===== config.mk =====
export PLATFORM = sky130hd
export DESIGN_NAME = fsk_tx_scheduler
export DESIGN_NICKNAME = d
export VERILOG_FILES = /design/src/rtl/fsk_tx_scheduler.sv
export SDC_FILE = /design/constraint.sdc
export NUM_CORES = 1
export LEC_CHECK = 0
export CAP_MARGIN = 20
export CORE_MARGIN = 2
export CORE_UTILIZATION = 35
export DETAILED_ROUTE_END_ITERATION = 10
export PLACE_DENSITY = 0.55
export SKIP_LAST_GASP = 1
export SYNTH_ARGS = -nofsm -noshare
export SYNTH_HDL_FRONTEND = slang
export SYNTH_SLANG_ARGS = --single-unit

===== constraint.sdc =====
create_clock -name clk -period 6.3 [get_ports clk]
set_input_delay 0.63 -clock clk [delete_from_list [all_inputs] [get_ports clk]]
set_output_delay 0.63 -clock clk [all_outputs]
set_load 0.01 [all_outputs]

===== src/rtl/fsk_tx_scheduler.sv =====
// fsk_tx_scheduler: two-requester round-robin FSK frame scheduler.
// Frame = alternating preamble, LSB-first payload byte, idle gap.
module fsk_tx_scheduler #(
  parameter int SYM_CYCLES = 256,
  parameter int PRE_BITS   = 8,
  parameter int GAP_SYMS   = 2
) (
  input  logic       clk,
  input  logic       rst,
  input  logic [1:0] req,
  input  logic [7:0] data0,
  input  logic [7:0] data1,
  output logic [1:0] grant,
  output logic       busy,
  output logic       sym_bit,
  output logic       sym_valid,
  output logic       sym_stb,
  output logic       src_id,
  output logic       frame_done
);

  typedef enum logic [1:0] {
    IDLE,
    PREAMBLE,
    DATA,
    GAP
  } state_t;

  localparam logic [15:0] SYM_LAST = 16'(SYM_CYCLES - 1);
  localparam logic [15:0] SYM_PEN  = 16'(SYM_CYCLES - 2);
  localparam logic [7:0]  PRE_LAST = 8'(PRE_BITS - 1);
  localparam logic [7:0]  GAP_LAST = 8'(GAP_SYMS - 1);

  state_t      state;
  logic [15:0] symCnt;
  logic [7:0]  bitCnt;
  logic [7:0]  payload;
  logic        rrPtr;
  logic        winner;
  logic        symWrap;
  logic        doneNext;
  logic [2:0]  nextIdx;

  // rrPtr names the requester that wins a tie
  always_comb begin
    winner = 1'b0;
    unique case (1'b1)
      (req == 2'b10): winner = 1'b1;
      (req == 2'b11): winner = rrPtr;
      default:        winner = 1'b0;
    endcase
  end

  assign symWrap  = (symCnt == SYM_LAST);
  assign doneNext = (state == GAP) &&
                    (bitCnt == GAP_LAST) &&
                    (symCnt == SYM_PEN);
  assign nextIdx  = bitCnt[2:0] + 3'd1;

  always_ff @(posedge clk) begin
    if (rst) begin
      state      <= IDLE;
      symCnt     <= '0;
      bitCnt     <= '0;
      payload    <= '0;
      rrPtr      <= 1'b0;
      grant      <= '0;
      busy       <= 1'b0;
      sym_bit    <= 1'b0;
      sym_valid  <= 1'b0;
      sym_stb    <= 1'b0;
      src_id     <= 1'b0;
      frame_done <= 1'b0;
    end else begin
      grant      <= '0;
      frame_done <= 1'b0;
      case (state)
        IDLE: begin
          sym_stb   <= 1'b0;
          sym_valid <= 1'b0;
          sym_bit   <= 1'b0;
          if (|req) begin
            grant     <= winner ? 2'b10 : 2'b01;
            src_id    <= winner;
            rrPtr     <= ~winner;
            payload   <= winner ? data1 : data0;
            state     <= PREAMBLE;
            symCnt    <= '0;
            bitCnt    <= '0;
            busy      <= 1'b1;
            sym_stb   <= 1'b1;
            sym_valid <= 1'b1;
            sym_bit   <= 1'b1;
          end
        end
        default: begin
          if (!symWrap) begin
            symCnt  <= symCnt + 16'd1;
            sym_stb <= 1'b0;
            if (doneNext) frame_done <= 1'b1;
          end else begin
            symCnt  <= '0;
            sym_stb <= 1'b1;
            case (state)
              PREAMBLE: begin
                if (bitCnt == PRE_LAST) begin
                  state   <= DATA;
                  bitCnt  <= '0;
                  sym_bit <= payload[0];
                end else begin
                  bitCnt  <= bitCnt + 8'd1;
                  sym_bit <= bitCnt[0];
                end
              end
              DATA: begin
                if (bitCnt == 8'd7) begin
                  state     <= GAP;
                  bitCnt    <= '0;
                  sym_bit   <= 1'b0;
                  sym_valid <= 1'b0;
                end else begin
                  bitCnt  <= bitCnt + 8'd1;
                  sym_bit <= payload[nextIdx];
                end
              end
              default: begin
                if (bitCnt == GAP_LAST) begin
                  state   <= IDLE;
                  bitCnt  <= '0;
                  busy    <= 1'b0;
                  sym_stb <= 1'b0;
                end else begin
                  bitCnt <= bitCnt + 8'd1;
                end
              end
            endcase
          end
        end
      endcase
    end
  end

endmodule


==> flow_summary.toml <==
[placement]
dpl_cell_area_um2 = 2630
placement.setup.worst_slack_ns = 3.68
placement.io_buffers = 27
detailed_place_hpwl_um = 3950
gpl.final_weighted_congestion = 0.787
place_inst = 368

[critical_path]
critical_path.endpoint_type = "register"
arrival_ns = 2.71
critical_path_cell_count = 5
reg2regPathDepth = 5
critPathBufInv = 0
max_stage_delay_ns = 0.76
worst-setup-path-type = "reg2reg"
cp-start-kind = "register"
critical_path.max_fanout = 10
critPathTopFamily = "compound AO/OA/AOI/OAI gates"
worstPathRequired_ns = 6.47
critPathSlowestCell = "o41ai_4"
path_cells = "or4_4, o41ai_4, nand2_2, o211ai_1, o21ai_0"

[floorplan]
die-area_um2 = 7270
design.core.area_um2 = 6350
ioPinCount = 28
initial_core_util_pct = 36.4
fp-row-count = 29
die_width_um = 85.3
die_y_um = 85.3

[global_route]
total_track_usage_pct = 16.8
grt.overflow.total = 0
grt_pass1_wl_um = 9940
number_of_antenna_violations_at_the_first_check_in_global_routing = 0
vias_in_the_first_global_route = 2094
largest_net_degree_at_the_start_of_global_routing = 34

[synthesis]
yosys.area_share.xor_xnor_pct = 1.89
unique_masters_post_synth = 48
compound_cell_area_share_of_the_yosys_netlist_pct = 23.2
synth_top_cell_by_area = "dfxtp_1"
main_combinational_cell_family_by_area_after_synthesis = "compound AO/OA/AOI/OAI gates"
synth.net_count = 303
netlist_instances = 274
synthAdderAreaFrac_pct = 4.87
synth_area_per_cell_um2 = 8.43
post_synth_top_flop = "dfxtp_1"
synth_simple_gate_area_share_pct = 22.6
synth_async_sr_flop_share_pct = 0
synth_top_area_share_pct = 37.2
synth_sequential_area_ratio_pct = 37.2
synth_mux_area_share_pct = 6.28
netlist_top_cells_area = "dfxtp_1, nor2_1, ha_1"
syn-cell-area_um2 = 2310
ys.warnings.count = 0
synth_edf_count = 0
postSynthRegisterBits = 43

[routing]
ant_nets = 0
routedWlPerCell_um = 14.9
post_drt_via_cell_ratio = 5.50
drtIter0Drc = 91
routed_wirelength_um = 5600
vias = 2074
remaining_drc_errors = 0
drt_first_pass_iters = 4

[layout]
area_of_combinational_cells_with_multiple_inputs_um2 = 1360
design.final.nets = 328
final_core_utilization_pct = 42.9
layout_cells_sized_above_1_pct = 6.67
stdcell_count = 377
sequential_cell_area_um2 = 861
filler_cell_count = 648
synthToLayoutAreaGrowth_pct = 17.8
number_of_antenna_repair_diodes = 0
postLayoutCellArea_um2 = 2720

[run_status]
run_status = "finished, final reports clean"

[clock_tree]
post_cts_hold_buffer_count = 0
clk_pin_slew_worst_paths_ns = 0.09
cts.repair_timing.setup_buffer_count = 0
ctsResizeCount = 0
tritoncts_clock_tree = "built"
cts.root.buffer_cell = "clkbuf_8"
clock_sink_count = 43
clock_tree.htree_level_count = 2
clock_latency_ns = 0.30
ctsLongestPathBuffers = 2
cts_buffers = 5

[sta]
report.final.slew_viol_count = 0
achievable-frequency_ghz = 0.394
whs_ns = 0.469
setup-violations-final = 0
final_min_period_over_clock_period_pct = 40.3
rsz0062_at_grt = "no"
setup_tns_ns = 0
worst_slew_margin_rel_pct = 29.0
fin_skew_ns = 0.0106
hold_violations = 0
max_slew.worst_pin.slew_ns = 1.06
postLayoutSetupSlackWorst_ns = 3.76
timing.final.crit_period_ns = 2.54

[min_path]
timing.hold.worst_path_depth = 1
holdCritPathClass = "reg2reg"

[power_and_ir_drop]
cellLeakagePower_nw = 0.978
power.density_nw_per_um2 = 357
total_power_uw = 970
peakVddDrop_mv = 0.152

[run]
max_cap_violations = 0
cells in the final DEF, fill, tap and decap left out, types with 2 or more instances in the layout:
master	count
nor2_1	35
and3_1	5
a21oi_1	13
o21ai_0	20
o311ai_0	2
or3_1	4
or2_2	3
nand3_1	9
a211oi_1	12
o21a_1	2
a22oi_1	3
ha_1	9
nand4_1	4
xnor2_1	3
or4_1	2
buf_4	2
and2_1	5
mux4_2	2
nand2_1	23
o31ai_1	5
dfxtp_1	43
a2111oi_0	4
nand2b_1	2
a311oi_1	2
inv_1	8
xor2_1	2
clkdlybuf4s50_1	27
mux2i_1	10
o211ai_1	3
nor3_1	10
clkbuf_8	5
area by class of cell:
class	instances	share of cell area, %
multi-input cells	211	50.0
flip-flops and latches	43	31.6
repair buffers	29	10.5
well taps	77	3.54
clock buffers	6	2.67
inverters	9	1.24
clock inverters	2	0.460
where the power goes:
part	internal, mW	switching [mW]	total, mW
registers	0.323	0.0401	0.363
logic	0.179	0.253	0.432
clock network	0.0776	0.0978	0.175
total	0.579	0.391	0.970
routing by layer:
metal / wire (µm) / track usage (%) / part of all wire, %
met1: 2910 / 23.4 / 52
met4: 68 / 4.76 / 1.2
met3: 265 / 3.50 / 4.7
met2: 2360 / 26.1 / 42
met5: 0 / 0 / 0
cells in the mapped netlist (3+ instances only):
cell type,number
nand4_1,4
a2111oi_0,4
clkbuf_1,8
a21oi_1,13
o21ai_0,21
a22oi_1,3
xnor2_1,3
inv_1,8
and3_1,5
nor3_1,10
or2_2,3
nand3_1,9
o31ai_1,5
nor2_1,35
or3_1,4
o211ai_1,3
and2_1,5
ha_1,9
mux2i_1,10
a211oi_1,12
dfxtp_1,43
nand2_1,23
state kept, by name (all words and copies together), names as in the netlist:
signal,flops
symCnt,16
bitCnt,8
payload,8
grant,2
state,2
busy,1
frame_done,1
rrPtr,1
src_id,1
sym_bit,1
sym_stb,1
sym_valid,1
kinds of logic (layout without fill, tap and decap cells):
kind of cell | after synthesis | in the layout
simple gates | 108 | 108
compound gates | 77 | 77
flops | 43 | 43
buf+inv | 20 | 46
mux | 12 | 12
fa+ha+maj | 9 | 9
xor+xnor | 5 | 5
worst register-to-register path: stages, from the launching register on:
cell	delay (ns)
dfxtp_1	0.39
or4_4	0.60
o41ai_4	0.76
nand2_2	0.31
o211ai_1	0.24
o21ai_0	0.10
worst paths after layout:
| kind | start | end | slack [ns] |
|---|---|---|---|
| setup / recovery | symCnt[8] | bitCnt[2] | 3.76 |
| hold / removal | symCnt[15] | symCnt[15] | 0.47 |
| hold reg to reg | symCnt[15] | symCnt[15] | 0.47 |
| setup reg to reg | symCnt[8] | bitCnt[2] | 3.76 |
Note: power is estimated with default switching activity, not from simulation.
==> patch 1 (same settings) <==
Compare `bitCnt` against `PRE_LAST` with >= in place of ==.
--- a/src/rtl/fsk_tx_scheduler.sv
+++ b/src/rtl/fsk_tx_scheduler.sv
@@ -104,5 +104,5 @@
             case (state)
               PREAMBLE: begin
-                if (bitCnt == PRE_LAST) begin
+                if (bitCnt >= PRE_LAST) begin
                   state   <= DATA;
                   bitCnt  <= '0;
Behaviour: no difference found for any inputs over 10 cycles, from zero or initial values and one cycle with rst high; that may be too few to reach the edited logic, so the function may still have changed.
==> patch 1 against the original RTL <==
Sequential cell count unchanged. Core utilization down 0.62 points. Area after synthesis increased by 3.8%. Setup slack lost 0.69 ns. Power down 2.2%. Worst hold slack got worse by 0.0044 ns. Count of clock-buffer cells in the layout stayed put. First-iteration DRC count is 92% higher. Final area up 4.3%. Wire length shrank 0.55%. Die area up 3.7%. Largest cell class unchanged. Largest power group unchanged.
==> patch 1: results (changes against the original RTL) <==
metric,value,unit,change
whs,0.465,ns,-0.00438 ns
worstHoldStart,src_id,,
synthTopCellsByCount,"dfxtp_1 (43), nor2_1 (34), nand2_1 (20), nor3_1 (16)",,
min_to,src_id,,
wirelength,5.57,mm,-0.55%
cp.arrival,3.43,ns,+0.72 ns
r2r_cells,7,,+2
pwr-share-seq,36.3,%,-1.1 points
r2r-start,state[0],,
max-slew-margin-rel,36.7,%,+7.6 points
synth.area.top_cells,"dfxtp_1 (36%), nor2_1 (5.3%), ha_1 (4.7%)",,
synth_fp_nets,324,,+6.9%
placed_cells,391,,+6.3%
grt_pass1_wl,9.67,mm,-2.7%
vias,2146,,+3.5%
synth_seq_area_share,35.9,%,-1.4 points
root_buffer,clkbuf_8,,
drt_iter0_markers,175,,+92%
synthCells,295,,+7.7%
p_leak,1.11,nW,+13%
place_area,2740,sq um,+4.0%
powerDensity,334,nW/um^2,-6.2%
grt_pass1_vias,1992,,-4.9%
r2r_slack,3.08,ns,-0.69 ns
dp_hpwl,4.02,mm,+1.6%
status,"complete, no violations",,
swShare,38.0,%,-2.3 points
fin_skew,0.00943,ns,-0.00117 ns
grt_max_degree,36,,+5.9%
viasPerCell,5.39,,-2.0%
synth_cell_type_count,54,,+13%
n_fill_cell,664,,+2.5%
drive_gt1_share,5.97,%,-0.69 points
grt_use_total,16.0,%,-0.79 points
ir_drop,0.149,mV,-2.1%
gp_congestion,0.874,,+11%
clockPowerShare,21.9,%,+3.8 points
fin_area,2840,sq um,+4.3%
worstPathMaxFanout,24,,+14
[patch 1: cell count changes in the layout (fill, tap and decap cells not counted), moves of 5 or more]
cell      before  now
mux2i_1       10    5
o21ai_0       20   13
inv_1          8   13
a21o_1         1    8
a22o_1         0    7
a211oi_1      12    3
o21ai_1        1    7
nor3_1        10   16
[patch 1: worst max path at each step]
stage                         from    endpoint  slack, ns
final                     state[0]   symCnt[9]       3.08
after global routing      state[0]   symCnt[9]       2.77
after CTS                 state[0]  symCnt[11]       3.09
after detailed placement  state[1]  symCnt[11]       3.07
after global placement    state[0]   symCnt[9]       3.16
after floorplan           state[0]  symCnt[11]       4.25
[patch 1: kinds of logic (layout without fill, tap and decap cells)]
family / Yosys count / in the layout / synth area share [%]
flip-flops: 43 / 43 / 35.9
adder cells (fa/ha/maj): 9 / 9 / 4.69
AND/OR/NAND/NOR: 121 / 121 / 26.0
buffers and inverters: 27 / 50 / 4.27
XOR/XNOR: 3 / 3 / 1.10
AO/OA/AOI/OAI: 86 / 86 / 25.0
multiplexers: 6 / 6 / 3.02
[patch 1: cell type report]
type,instances,area share [%]
clock buffers,6,2.56
clock inverters,1,1.06
inverters,14,1.85
multi-input cells,225,50.6
flip-flops and latches,43,30.3
well taps,80,3.53
repair buffers,29,10.1
[patch 1: critical path, stage by stage, from the launching register on]
cell	delay, ns
dfxtp_1	0.36
inv_1	0.10
ha_1	0.78
clkinv_1	0.53
or3_1	0.54
nor2_1	0.54
o21ai_0	0.20
o31ai_1	0.09
[patch 1: per-layer routing]
metal | routed length, microns | GRT usage [%] | vias to the layer above
li1 | - | - | 1127
met1 | 2970 | 23.6 | 985
met2 | 2370 | 23.2 | 25
met3 | 140 | 3.33 | 9
met4 | 91 | 4.69 | 0
met5 | 0 | 0 | -
==> patch 2 (same flow settings) <==
Made on the original files. Set the parameter `PRE_BITS` to 6 (it was 8).
--- a/src/rtl/fsk_tx_scheduler.sv
+++ b/src/rtl/fsk_tx_scheduler.sv
@@ -3,5 +3,5 @@
 module fsk_tx_scheduler #(
   parameter int SYM_CYCLES = 256,
-  parameter int PRE_BITS   = 8,
+  parameter int PRE_BITS   = 6,
   parameter int GAP_SYMS   = 2
 ) (
Behaviour: same outputs for any inputs over 10 cycles, from zero or initial values and one cycle with rst high; that may be too few to reach the edited logic, so the function may still have changed.
==> patch 2 against the original RTL <==
Area after synthesis increased by 6.9%. Sequential cell count stayed put. Core utilization is 0.24 points lower. Highest routed layer unchanged. Setup slack worse by 0.15 ns. Critical path type unchanged. Clock skew fell by 0.0051 ns. Non-clock buffer count up 1. Final area increased by 6.4%. Cell count grew 8.0%. Wire length is 1.1% higher.
Power is not compared: it rests on default switching activity, and its combinational part moved more than twofold at a synthesized area within 25%.
==> patch 2: results (changes against the original RTL) <==
metric,value,unit,change
synth_xor_area_share,1.77,%,-0.12 points
place_area,2780,sq um,+5.6%
use_met3,3.30,%,-0.20 points
hold_depth,2,,+1
grt_pass1_wl,9.60,mm,-3.3%
gp_congestion,0.742,,-5.7%
synthTopCellsByCount,"dfxtp_1 (43), nor2_1 (30), nand2_1 (19), clkbuf_1 (16), mux2i_1 (16)",,
synth_mux_area_share,8.31,%,+2.0 points
grt_use_met2,23.7,%,-2.4 points
synth_compound_area_share,18.3,%,-4.9 points
met1_usage,22.5,%,-0.90 points
r2r_cells,8,,+3
synth.area.top_cells,"dfxtp_1 (35%), mux2i_1 (6.5%), ha_1 (5.1%)",,
wl_met3,284,microns,+7.2%
grt_max_degree,40,,+18%
synth_cell_type_count,51,,+6.3%
pwr-share-seq,44.3,%,
min_to,sym_valid,,
cp-startpoint,state[0],,
post-place-ws,3.67,ns,-0.00495 ns
synthAdderAreaFrac,5.07,%,+0.19 points
synth_seq_area_share,34.9,%,-2.4 points
power.total,0.692,mW,
synth_fp_nets,324,,+6.9%
grt_pass1_vias,1996,,-4.7%
r2r_slack,3.61,ns,-0.15 ns
grt_use_total,15.6,%,-1.1 points
dp_hpwl,3.92,mm,-0.76%
cts.clk_slew.worst_paths,0.09,ns,about the same
r2r_end,bitCnt[5],,
vias,2210,,+6.6%
wl_met2,2.46,mm,+4.3%
fin_skew,0.00546,ns,-0.00514 ns
worstHoldStart,sym_valid,,
crit_path_max_incr_delay,0.73,ns,-0.03 ns
avgSynthCellArea,8.40,sq um,-0.39%
whs,0.480,ns,+0.0105 ns
status,"complete, no violations",,
placed_cells,398,,+8.2%
drt_iter0_markers,104,,+14%
max-slew-margin-rel,33.4,%,+4.4 points
layout.nets,340,,+3.7%
wirelength,5.66,mm,+1.1%
worstPathMaxFanout,21,,+11
swShare,30.3,%,
## patch 2: critical path, delay by kind of cell, from the launching register on
family	cells	cell delay [ns]
simple gates	1	0.09
flops	1	0.41
fa+ha+maj	1	0.37
mux	1	0.17
buf+inv	3	0.74
compound gates	2	0.82
## patch 2: layout make-up
| class | instances | area [sq um] |
|---|---|---|
| Timing Repair Buffer | 30 | 293 |
| Clock inverter | 3 | 43.8 |
| Tap cell | 96 | 120 |
| Inverter | 9 | 33.8 |
| Clock buffer | 5 | 68.8 |
| Sequential cell | 43 | 861 |
| Fill cell | 717 | 3900 |
| Multi-Input combinational cell | 221 | 1480 |
## patch 2: worst max-delay path by stage
stage                            to  cells past startpoint
after floorplan             sym_bit                      7
after global placement    bitCnt[3]                      8
after detailed placement  bitCnt[6]                      8
after CTS                 bitCnt[6]                      8
after global routing      bitCnt[4]                      8
final                     bitCnt[5]                      8
